### src/rtl/rx_peak_identification_multi_if.sv
// Result/acknowledge bundle between the peak finder and the ARM side.
// RX_PEAK_ABS_EN adds o_peak_neg (sign of the winning sample).
interface rx_peak_identification_multi_if #(
  parameter int SEQ_W  = 4,
  parameter int CORR_W = 41,
  parameter int TIME_W = 32
);
  logic                     iack;
  logic signed [CORR_W-1:0] o_peak_value;
  logic signed [CORR_W-1:0] o_second_value;
  logic [SEQ_W-1:0]         o_peak_seq;
  logic [TIME_W-1:0]        o_peak_time;
  logic                     o_peak_unique;
  logic                     o_peak_valid;
  logic                     o_overrun;
`ifdef RX_PEAK_ABS_EN
  logic                     o_peak_neg;

  modport master (
    input  iack,
    output o_peak_value, o_second_value, o_peak_seq, o_peak_time,
    output o_peak_unique, o_peak_valid, o_overrun, o_peak_neg
  );
  modport slave (
    output iack,
    input  o_peak_value, o_second_value, o_peak_seq, o_peak_time,
    input  o_peak_unique, o_peak_valid, o_overrun, o_peak_neg
  );
`else
  modport master (
    input  iack,
    output o_peak_value, o_second_value, o_peak_seq, o_peak_time,
    output o_peak_unique, o_peak_valid, o_overrun
  );
  modport slave (
    output iack,
    input  o_peak_value, o_second_value, o_peak_seq, o_peak_time,
    input  o_peak_unique, o_peak_valid, o_overrun
  );
`endif
endinterface

### src/rtl/rx_peak_identification_multi.sv
// Windowed per-channel peak search with serial best/second scan.
// RX_PEAK_ABS_EN: compare magnitudes and report the winner's sign.
module rx_peak_identification_multi #(
  parameter int NUM_SEQ     = 16,
  parameter int SEQ_W       = 4,
  parameter int CORR_W      = 41,
  parameter int TIME_W      = 32,
  parameter int WINDOW_SIZE = 20400,
  parameter int THRESHOLD   = 800,
  parameter int MARGIN      = 0
) (
  input  logic                      crx_clk,
  input  logic                      rrx_rst_n,
  input  logic                      erx_en,
  input  logic [TIME_W-1:0]         icurrent_time,
  input  logic signed [15:0]        isample_filtered,
  input  logic                      inew_sample_trigger,
  input  logic [NUM_SEQ*CORR_W-1:0] icorrelation_bus,
  rx_peak_identification_multi_if.master res
);
  localparam logic signed [CORR_W-1:0] MIN_V =
    {1'b1, {(CORR_W-1){1'b0}}};
`ifdef RX_PEAK_ABS_EN
  localparam logic signed [CORR_W-1:0] MAX_V =
    {1'b0, {(CORR_W-1){1'b1}}};
  localparam logic signed [CORR_W-1:0] INIT_V = '0;
`else
  localparam logic signed [CORR_W-1:0] INIT_V = MIN_V;
`endif
  localparam logic signed [15:0] THR = 16'(THRESHOLD);
  localparam logic [15:0] WIN_LAST = 16'(WINDOW_SIZE - 1);
  localparam logic [SEQ_W:0] IDX_END = (SEQ_W+1)'(NUM_SEQ);
  localparam logic signed [CORR_W:0] MARG = (CORR_W+1)'(MARGIN);

  typedef enum logic [1:0] {IDLE, SEARCH, SCAN, HOLD} state_t;

  state_t state_q, state_d;

  logic signed [CORR_W-1:0] val   [NUM_SEQ];
  logic signed [CORR_W-1:0] max_q [NUM_SEQ];
  logic [TIME_W-1:0]        ts_q  [NUM_SEQ];
  logic [15:0]              cnt_q;
  logic [SEQ_W:0]           idx_q;
  logic signed [CORR_W-1:0] best_q, second_q, cur;
  logic [SEQ_W-1:0]         bidx_q;
  logic [TIME_W-1:0]        bts_q, cur_ts;
  logic signed [CORR_W:0]   diff;
  logic                     hit, scan_end;
`ifdef RX_PEAK_ABS_EN
  logic [NUM_SEQ-1:0]       neg, neg_q;
  logic                     bneg_q;
`endif

  assign hit      = inew_sample_trigger && (isample_filtered > THR);
  assign scan_end = (idx_q == IDX_END);
  assign cur      = max_q[idx_q[SEQ_W-1:0]];
  assign cur_ts   = ts_q[idx_q[SEQ_W-1:0]];
  assign diff     = {best_q[CORR_W-1], best_q}
                  - {second_q[CORR_W-1], second_q};

  always_comb begin
    for (int k = 0; k < NUM_SEQ; k++) begin
      val[k] = icorrelation_bus[k*CORR_W +: CORR_W];
`ifdef RX_PEAK_ABS_EN
      neg[k] = val[k][CORR_W-1];
      if (val[k] == MIN_V) val[k] = MAX_V;
      else if (neg[k]) val[k] = -val[k];
`endif
    end
  end

  always_comb begin
    state_d = state_q;
    unique case (state_q)
      IDLE:
        if (hit) state_d = (WINDOW_SIZE == 1) ? SCAN : SEARCH;
      SEARCH:
        if (inew_sample_trigger && cnt_q == WIN_LAST) state_d = SCAN;
      SCAN:
        if (scan_end) state_d = HOLD;
      HOLD:
        if (res.iack) state_d = IDLE;
      default: state_d = IDLE;
    endcase
    if (!erx_en) state_d = IDLE;
  end

  always_ff @(posedge crx_clk or negedge rrx_rst_n) begin
    if (!rrx_rst_n) state_q <= IDLE;
    else            state_q <= state_d;
  end

  always_ff @(posedge crx_clk or negedge rrx_rst_n) begin
    if (!rrx_rst_n) begin
      for (int k = 0; k < NUM_SEQ; k++) begin
        max_q[k] <= '0;
        ts_q[k]  <= '0;
      end
      {cnt_q, idx_q, best_q, second_q, bidx_q, bts_q} <= '0;
      {res.o_peak_value, res.o_second_value} <= '0;
      {res.o_peak_seq, res.o_peak_time}      <= '0;
      {res.o_peak_unique, res.o_peak_valid}  <= '0;
      res.o_overrun <= 1'b0;
`ifdef RX_PEAK_ABS_EN
      {neg_q, bneg_q, res.o_peak_neg} <= '0;
`endif
    end else if (!erx_en) begin
      for (int k = 0; k < NUM_SEQ; k++) begin
        max_q[k] <= '0;
        ts_q[k]  <= '0;
      end
      {cnt_q, idx_q, best_q, second_q, bidx_q, bts_q} <= '0;
      {res.o_peak_value, res.o_second_value} <= '0;
      {res.o_peak_seq, res.o_peak_time}      <= '0;
      {res.o_peak_unique, res.o_peak_valid}  <= '0;
      res.o_overrun <= 1'b0;
`ifdef RX_PEAK_ABS_EN
      {neg_q, bneg_q, res.o_peak_neg} <= '0;
`endif
    end else begin
      unique case (state_q)
        IDLE: begin
          // the opening sample loads unconditionally, so negative peaks survive
          for (int k = 0; k < NUM_SEQ; k++) begin
            max_q[k] <= hit ? val[k] : INIT_V;
            ts_q[k]  <= hit ? icurrent_time : '0;
`ifdef RX_PEAK_ABS_EN
            neg_q[k] <= hit & neg[k];
`endif
          end
          cnt_q <= 16'd1;
          idx_q <= '0;
        end
        SEARCH: begin
          idx_q <= '0;
          if (inew_sample_trigger) begin
            cnt_q <= cnt_q + 16'd1;
            for (int k = 0; k < NUM_SEQ; k++) begin
              if (val[k] > max_q[k]) begin
                max_q[k] <= val[k];
                ts_q[k]  <= icurrent_time;
`ifdef RX_PEAK_ABS_EN
                neg_q[k] <= neg[k];
`endif
              end
            end
          end
        end
        SCAN: begin
          if (scan_end) begin
            res.o_peak_value   <= best_q;
            res.o_second_value <= second_q;
            res.o_peak_seq     <= bidx_q;
            res.o_peak_time    <= bts_q;
            res.o_peak_unique  <= (diff >= MARG);
            res.o_peak_valid   <= 1'b1;
`ifdef RX_PEAK_ABS_EN
            res.o_peak_neg     <= bneg_q;
`endif
          end else begin
            idx_q <= idx_q + 1'b1;
            if (idx_q == '0 || cur > best_q) begin
              second_q <= (idx_q == '0) ? INIT_V : best_q;
              best_q   <= cur;
              bidx_q   <= idx_q[SEQ_W-1:0];
              bts_q    <= cur_ts;
`ifdef RX_PEAK_ABS_EN
              bneg_q   <= neg_q[idx_q[SEQ_W-1:0]];
`endif
            end else if (cur > second_q) begin
              second_q <= cur;
            end
          end
        end
        HOLD: begin
          if (res.iack) begin
            res.o_peak_valid <= 1'b0;
            for (int k = 0; k < NUM_SEQ; k++) begin
              max_q[k] <= INIT_V;
              ts_q[k]  <= '0;
            end
          end
        end
        default: ;
      endcase
      if (hit && (state_q == SCAN || state_q == HOLD))
        res.o_overrun <= 1'b1;
    end
  end
endmodule

### src/flat_wrapper.sv
// flat-port wrapper written by rule: the top's interface ports become plain ports
module rx_peak_identification_multi_flat 
#(
  parameter int NUM_SEQ     = 16,
  parameter int SEQ_W       = 4,
  parameter int CORR_W      = 41,
  parameter int TIME_W      = 32,
  parameter int WINDOW_SIZE = 20400,
  parameter int THRESHOLD   = 800,
  parameter int MARGIN      = 0
)
  (crx_clk, rrx_rst_n, erx_en, icurrent_time, isample_filtered, inew_sample_trigger, icorrelation_bus, res_iack, res_o_peak_value, res_o_second_value, res_o_peak_seq, res_o_peak_time, res_o_peak_unique, res_o_peak_valid, res_o_overrun);
  rx_peak_identification_multi_if #(.SEQ_W(SEQ_W), .CORR_W(CORR_W), .TIME_W(TIME_W)) res_i ();
  input  logic crx_clk;
  input  logic rrx_rst_n;
  input  logic erx_en;
  input  logic [TIME_W-1:0] icurrent_time;
  input  logic signed [15:0] isample_filtered;
  input  logic inew_sample_trigger;
  input  logic [NUM_SEQ*CORR_W-1:0] icorrelation_bus;
  input wire logic [$bits(res_i.iack)-1:0] res_iack;
  output wire logic [$bits(res_i.o_peak_value)-1:0] res_o_peak_value;
  output wire logic [$bits(res_i.o_second_value)-1:0] res_o_second_value;
  output wire logic [$bits(res_i.o_peak_seq)-1:0] res_o_peak_seq;
  output wire logic [$bits(res_i.o_peak_time)-1:0] res_o_peak_time;
  output wire logic [$bits(res_i.o_peak_unique)-1:0] res_o_peak_unique;
  output wire logic [$bits(res_i.o_peak_valid)-1:0] res_o_peak_valid;
  output wire logic [$bits(res_i.o_overrun)-1:0] res_o_overrun;
  assign res_i.iack = res_iack;
  assign res_o_peak_value = res_i.o_peak_value;
  assign res_o_second_value = res_i.o_second_value;
  assign res_o_peak_seq = res_i.o_peak_seq;
  assign res_o_peak_time = res_i.o_peak_time;
  assign res_o_peak_unique = res_i.o_peak_unique;
  assign res_o_peak_valid = res_i.o_peak_valid;
  assign res_o_overrun = res_i.o_overrun;
  rx_peak_identification_multi #(.NUM_SEQ(NUM_SEQ), .SEQ_W(SEQ_W), .CORR_W(CORR_W), .TIME_W(TIME_W), .WINDOW_SIZE(WINDOW_SIZE), .THRESHOLD(THRESHOLD), .MARGIN(MARGIN)) u_core (.crx_clk(crx_clk), .rrx_rst_n(rrx_rst_n), .erx_en(erx_en), .icurrent_time(icurrent_time), .isample_filtered(isample_filtered), .inew_sample_trigger(inew_sample_trigger), .icorrelation_bus(icorrelation_bus), .res(res_i));
endmodule
### config.mk
export PLATFORM = sky130hd
export DESIGN_NAME = rx_peak_identification_multi_flat
export DESIGN_NICKNAME = d
export VERILOG_FILES = /design/src/rtl/rx_peak_identification_multi_if.sv /design/src/rtl/rx_peak_identification_multi.sv /design/src/flat_wrapper.sv
export SDC_FILE = /design/constraint.sdc
export NUM_CORES = 2
export LEC_CHECK = 0
export BUFFER_PORTS_ARGS = -buffer_cell sky130_fd_sc_hd__buf_2
export CAP_MARGIN = 25
export CORE_UTILIZATION = 50
export DETAILED_ROUTE_END_ITERATION = 10
export HOLD_SLACK_MARGIN = 0.05
export PLACE_DENSITY = 0.72
export SKIP_LAST_GASP = 1
export SLEW_MARGIN = 25
export SYNTH_ARGS = -nofsm -noshare
export SYNTH_HDL_FRONTEND = slang
export SYNTH_SLANG_ARGS = --single-unit
### constraint.sdc
create_clock -name crx_clk -period 6.6 [get_ports crx_clk]
set_clock_uncertainty 0.2 [all_clocks]
set_input_delay 0.99 -clock crx_clk [delete_from_list [all_inputs] [get_ports crx_clk]]
set_output_delay 0.99 -clock crx_clk [all_outputs]
set_load 0.05 [all_outputs]
Word level (Yosys, flattened, before mapping)
Index checks and enable logic that the tools add are counted.
- flip-flop bits (word level): 1430
- bits of input ports: 709
- output and inout port bits: 121
- word-level logic and storage cells: 253
- add/sub/neg operators: 3
- $lt $le $gt $ge: 21
- equal/unequal tests: 37
- muxes and demuxes: 114
- bitwise operators: 1
- reductions and logical operators: 31
- operator list (kind ; count):
    $mux 41 ; 50
    $mux 656 ; 3
    $pmux 656 s3 ; 1
    $mux 512 ; 3
    $pmux 512 s3 ; 1
    $mux 32 ; 26
    $gt 41x41->1 ; 18
    $bmux 41 s4 ; 1
    $bmux 32 s4 ; 1
    $reduce_and 4->1 ; 17
    $ne 3x2->1 const B ; 20
    $ge 42x1->1 const B ; 1
    $sub 41x41->42 ; 1
    $mux 16 ; 2
    $pmux 16 s2 ; 1
    $mux 4 ; 7
    $add 16x1->16 const B ; 1
    $eq 16x15->1 const B ; 1
    $gt 16x11->1 const B ; 1
    $mux 2 ; 5
    $mux 5 ; 2
    $pmux 5 s2 ; 1
    $ne 3x1->1 const B ; 3
    $ne 3x3->1 const B ; 3
    19 further kinds ; 37

Logic depth before layout (Yosys ltp)
- depth in word-level cells: 10
- depth in mapped cells: 17
- mapped depth without buffers: 13

Worst setup path before layout
No wires, ideal clock.
- path kind: flip-flop to flip-flop
- start: register u_core.idx_q[0]
- end: register u_core.second_q[0]
- setup time: 0.127 ns
- data arrival time: 4.433 ns
- required time: 6.273 ns
- setup slack: 1.840 ns
- cell stages (with the launch flop): 17
- buffers on the path: 4
- period minus slack after synthesis: 4.760 ns
- path through: dfrtp_1 > clkbuf_1 > buf_2 > buf_1 > mux4_2 > mux4_2 > ha_1 > nand4_1 > or4_1 > o31ai_1 > o21a_1 > a221o_1 > a21oi_1 > or2_2 > o211ai_1 > clkbuf_2 > o21ai_0
- longest elaborated chain between the ends: 10
- elaborated cells between the ends (all ways): 18
- those cells by class: order compare (2); eq/ne (3); mux (9); bitwise (1); reduce/logical (3)
- RTL lines (item ; line ; text):
    start: declaration ; rx_peak_identification_multi.sv:43 ; logic [SEQ_W:0] idx_q;
    start signal: assignment ; rx_peak_identification_multi.sv:161 ; idx_q <= idx_q + 1'b1;
    $not 4->5 (not written as such) ; rx_peak_identification_multi.sv:56 ; assign cur = max_q[idx_q[SEQ_W-1:0]];
    $bmux 41 s4 ; rx_peak_identification_multi.sv:56 ;
    $mux 41 (not written as such) (2 in a row) ; rx_peak_identification_multi.sv:56 ;
    $gt 41x41->1 ; rx_peak_identification_multi.sv:162 ; if (idx_q == '0 || cur > best_q) begin
    $logic_or 1x1->1 ; rx_peak_identification_multi.sv:162 ;
    $mux 41 ; rx_peak_identification_multi.sv:162 ;
    $mux 41 ; rx_peak_identification_multi.sv:150 ; if (scan_end) begin
    $mux 41 ; rx_peak_identification_multi.sv:121 ; unique case (state_q)
    $mux 41 ; rx_peak_identification_multi.sv:107 ; end else if (!erx_en) begin
    end signal: assignment ; rx_peak_identification_multi.sv:163 ; second_q <= (idx_q == '0) ? INIT_V : best_q;
    end signal: assignment ; rx_peak_identification_multi.sv:171 ; second_q <= cur;
    end: declaration ; rx_peak_identification_multi.sv:44 ; logic signed [CORR_W-1:0] best_q, second_q, cur;
Parallel ways exist; a longest one is shown, timed or not. The select of a mux whose other input is x is not followed.
A chain may end at the register's enable or synchronous reset.

Worst setup path in the final report
- start: register u_core.idx_q[0]
- end: register u_core.bts_q[0]
- longest elaborated chain between the ends: 8
- elaborated cells between the ends (all ways): 18
- those cells by class: order compare (1); eq/ne (3); mux (10); bitwise (1); reduce/logical (3)
- RTL lines (item ; line ; text):
    $not 4->5 (not written as such) ; rx_peak_identification_multi.sv:56, rx_peak_identification_multi.sv:57 ;
    $bmux 41 s4 / $bmux 32 s4 (equally long branches) ; rx_peak_identification_multi.sv:56, rx_peak_identification_multi.sv:57 ;
    $mux 41 (not written as such) / $mux 32 (equally long branches) (2 in a row) ; rx_peak_identification_multi.sv:56, rx_peak_identification_multi.sv:57 ;
    $gt 41x41->1 / $mux 32 (equally long branches) ; rx_peak_identification_multi.sv:162 ;
    $logic_or 1x1->1 / $mux 32 (equally long branches) ; rx_peak_identification_multi.sv:162, rx_peak_identification_multi.sv:150 ;
    $ne 2x1->1 (no source line) / $mux 32 (equally long branches) ; n/a ;
    $reduce_and 3->1 (no source line) / $mux 32 (equally long branches) ; n/a ;
    end signal: assignment ; rx_peak_identification_multi.sv:166 ; bts_q <= cur_ts;
    end: declaration ; rx_peak_identification_multi.sv:46 ; logic [TIME_W-1:0] bts_q, cur_ts;
Parallel ways exist; a longest one is shown, timed or not. The select of a mux whose other input is x is not followed.

==> metrics.cfg <==
[placed_design]
dp.cells = 11300
hpwl_um = 293000
port_buffers = 829
gp_congestion = 1.09

[cts]
cts_buffers = 165
post-cts-setup-buffers = 0
ctsHtreeMaxLevel = 4
root_buffer = clkbuf_16
insertion_delay_ns = 0.85
cts_tree = done
cts_max_path_buffers = 3
cts_sinks = 1430
cts.clk_slew.worst_paths_ns = 0.06
hold_buffers = 1
ctsResizeCount = 0

[die]
die_y_um = 416
core_region_area_um2 = 170000
start_util_pct = 50.4
die-width_um = 416
rows = 151
dieArea_um2 = 173000
io_pins = 830

[synth]
syn_area_per_cell_um2 = 9.88
syn_nets = 10100
ys.flop_type = dfrtp_1
synthMuxAreaShare_pct = 14.3
synth-simple-area-share_pct = 12.3
yosys_warnings = 0
syn_area_um2 = 85500
synthXorXnorAreaFrac_pct = 0.174
yosys.area_share.adder_pct = 11.5
ys_ff_latch = 1430
synthDistinctLibCells = 78
synth_compound_area_share_pct = 13.6
postSynthCellCount = 8654
synth_top_family_by_area = multiplexers
ys_seq_area_share_pct = 41.9
synth-edff-count = 0
async_flop_share_pct = 100

[sta]
slew_violations = 0
period_share_pct = 96.1
rsz0062_at_grt = false
report.final.setup_viol = 0
relSlewSlack_pct = 19.1
min_period_ns = 6.35
holdWs_ns = 0.193
hold_viol = 0
tns_ns = 0
max_freq_ghz = 0.158
tightest_slew_ns = 1.20

[finish]
fin_cells = 11700
layout-drive-gt1-share_pct = 19.8
fin_nets = 10700
syn_to_final_growth_pct = 14.6
utilization_pct = 57.8
fill_cells = 14500

[worst_setup_path]
startpoint_type = flop
worstSetupStartpoint = u_core.idx_q[0]$_DFFE_PN0P_
cp_data_arrival_time_ns = 6.90
r2r-start = u_core.idx_q[0]$_DFFE_PN0P_
crit_type = reg -> reg
crit_fanout = 55
r2r_cells = 13
critPathRequiredTime_ns = 7.15
cp-end-kind = flop

[detailed_routing]
drt-initial-drc-count = 9675
drc = 0
num_vias = 73700
wire_per_inst_um = 32.1
vias_per_cell = 6.30
drt_pass1_iterations = 7
routed_wl_um = 376000
drt.antenna.violating_nets = 0

[global_routing]
grt-ovfl-total = 0
grt_pass1_vias = 69500
track_usage_pct = 43.2
grt_max_degree = 175
antenna_found_initial = 143
grt_pass1_wl_um = 526000

[pwr]
leakagePower_uw = 0.0443
p_per_area_nw_per_um2 = 384
vdd_ir_drop_max_uv = 392

[min_path]
hold_depth = 2
min-delay-path-class = in -> reg
hp-start = icorrelation_bus[140]

[job]
maxCapViolCount = 0

[status]
status = complete, no violations

[worst max-delay path, stage by stage, from the launching register on]
cell and delay, ns:
dfrtp_4 0.93, buf_12 0.33, mux4_2 0.61, mux4_2 0.60
ha_1 0.36, a21oi_1 0.16, o21ai_0 0.16, a221oi_1 0.44
o2111a_1 0.32, a221o_2 0.24, a21oi_1 0.15, nor2_4 0.61
buf_4 0.73, a22o_1 0.27
[where the power goes]
part           internal [uW]  switching (uW)  total, uW
logic                   5060            9440      14500
registers              10600            2510      13100
clock network           6030            4050      10100
total                  21700           16000      37700
[metrics by stage]
| step | power, uW | setup WS (ns) | cell area, um2 |
|---|---|---|---|
| global route | 39100 | 0.0783 | 97900 |
| floorplan | 21100 | 1.84 | 85500 |
| finish | 37700 | 0.255 | 98000 |
| detailed placement | 27200 | 0.343 | 91800 |
| global placement | 26900 | 0.361 | 91800 |
| CTS | 37200 | 0.303 | 97700 |
[logic make-up (layout without fill, tap and decap cells)]
| group | after synthesis | in the layout |
|---|---|---|
| multiplexers | 735 | 735 |
| buffers and inverters | 1315 | 2031 |
| other | 0 | 99 |
| adder cells (fa/ha/maj) | 786 | 786 |
| flip-flops | 1430 | 1430 |
| AO/OA/AOI/OAI | 1918 | 1918 |
| XOR/XNOR | 17 | 17 |
| AND/OR/NAND/NOR | 2453 | 2453 |
[metal layers]
layer  global-route usage [%]  vias up  part of all wire [%]
met4                     29.4       34                   7.4
li1                         -    31700                     -
met2                     60.8     4233                    42
met5                        0        -                 0.063
met3                     10.4      807                    11
met1                     58.9    36900                    40
[cell usage after synthesis, types with 33 or more instances]
cell type	n	share of area, %
inv_1	777	3.4
a22o_1	119	1.2
clkbuf_1	305	1.3
nor3_1	85	0.50
o21a_1	36	0.32
a21oi_1	358	2.1
nand3_1	131	0.77
buf_1	40	0.18
o21ai_0	899	5.3
mux4_2	365	9.6
a21o_1	215	1.9
o211ai_1	50	0.44
nand4_1	153	1.1
mux2_2	134	1.8
nor2b_1	47	0.34
a31oi_1	47	0.34
o311ai_1	33	0.34
buf_2	164	0.96
and3_1	39	0.29
ha_1	786	12
dfrtp_1	1430	42
mux2i_1	206	2.4
nor2_1	160	0.70
nand2_1	1720	7.6
[worst paths after layout]
path	to	slack (ns)
worst max-delay path	u_core.bts_q[0]$_DFFE_PN0P_	0.25
worst min-delay path	u_core.max_q[509]$_DFFE_PN0P_	0.19
worst max register to register	u_core.bts_q[0]$_DFFE_PN0P_	0.25
worst min register to register	u_core.ts_q[161]$_DFFE_PN0P_	0.28
max in group asynchronous	u_core.bts_q[15]$_DFFE_PN0P_	4.04
min in group asynchronous	u_core.max_q[556]$_DFFE_PN0P_	0.57
[cells in the final DEF, fill, tap and decap left out, drive strengths merged, types with 99 or more instances in the layout]
cell and count:
clkbuf 244, buf 950, ha 786, mux2 164
mux4 365, inv 779, diode 99, nand4 153
a21oi 359, dfrtp 1430, mux2i 206, o21ai 908
a21o 215, nand2 1721, nand3 131, a22o 119
nor2 161
[registers in the layout, indices dropped and copies added, names as in the netlist, 32 cells and up]
name                       flops
u_core.bts_q                  32
u_core.max_q                 656
u_core.res.o_peak_time        32
u_core.res.o_peak_value       41
u_core.res.o_second_value     41
u_core.best_q                 41
u_core.second_q               41
u_core.ts_q                  512
[final cells by class]
cell class | instances | area, um2 | share of cell area [%]
Clock inverter | 59 | 865 | 0.882
Antenna cell | 99 | 248 | 0.253
Clock buffer | 244 | 5040 | 5.14
Multi-Input combinational cell | 5909 | 44700 | 45.7
Tap cell | 2218 | 2780 | 2.83
Inverter | 777 | 2920 | 2.98
Timing Repair Buffer | 951 | 5620 | 5.73
Sequential cell | 1430 | 35800 | 36.5
(Power assumes the default switching activity.)
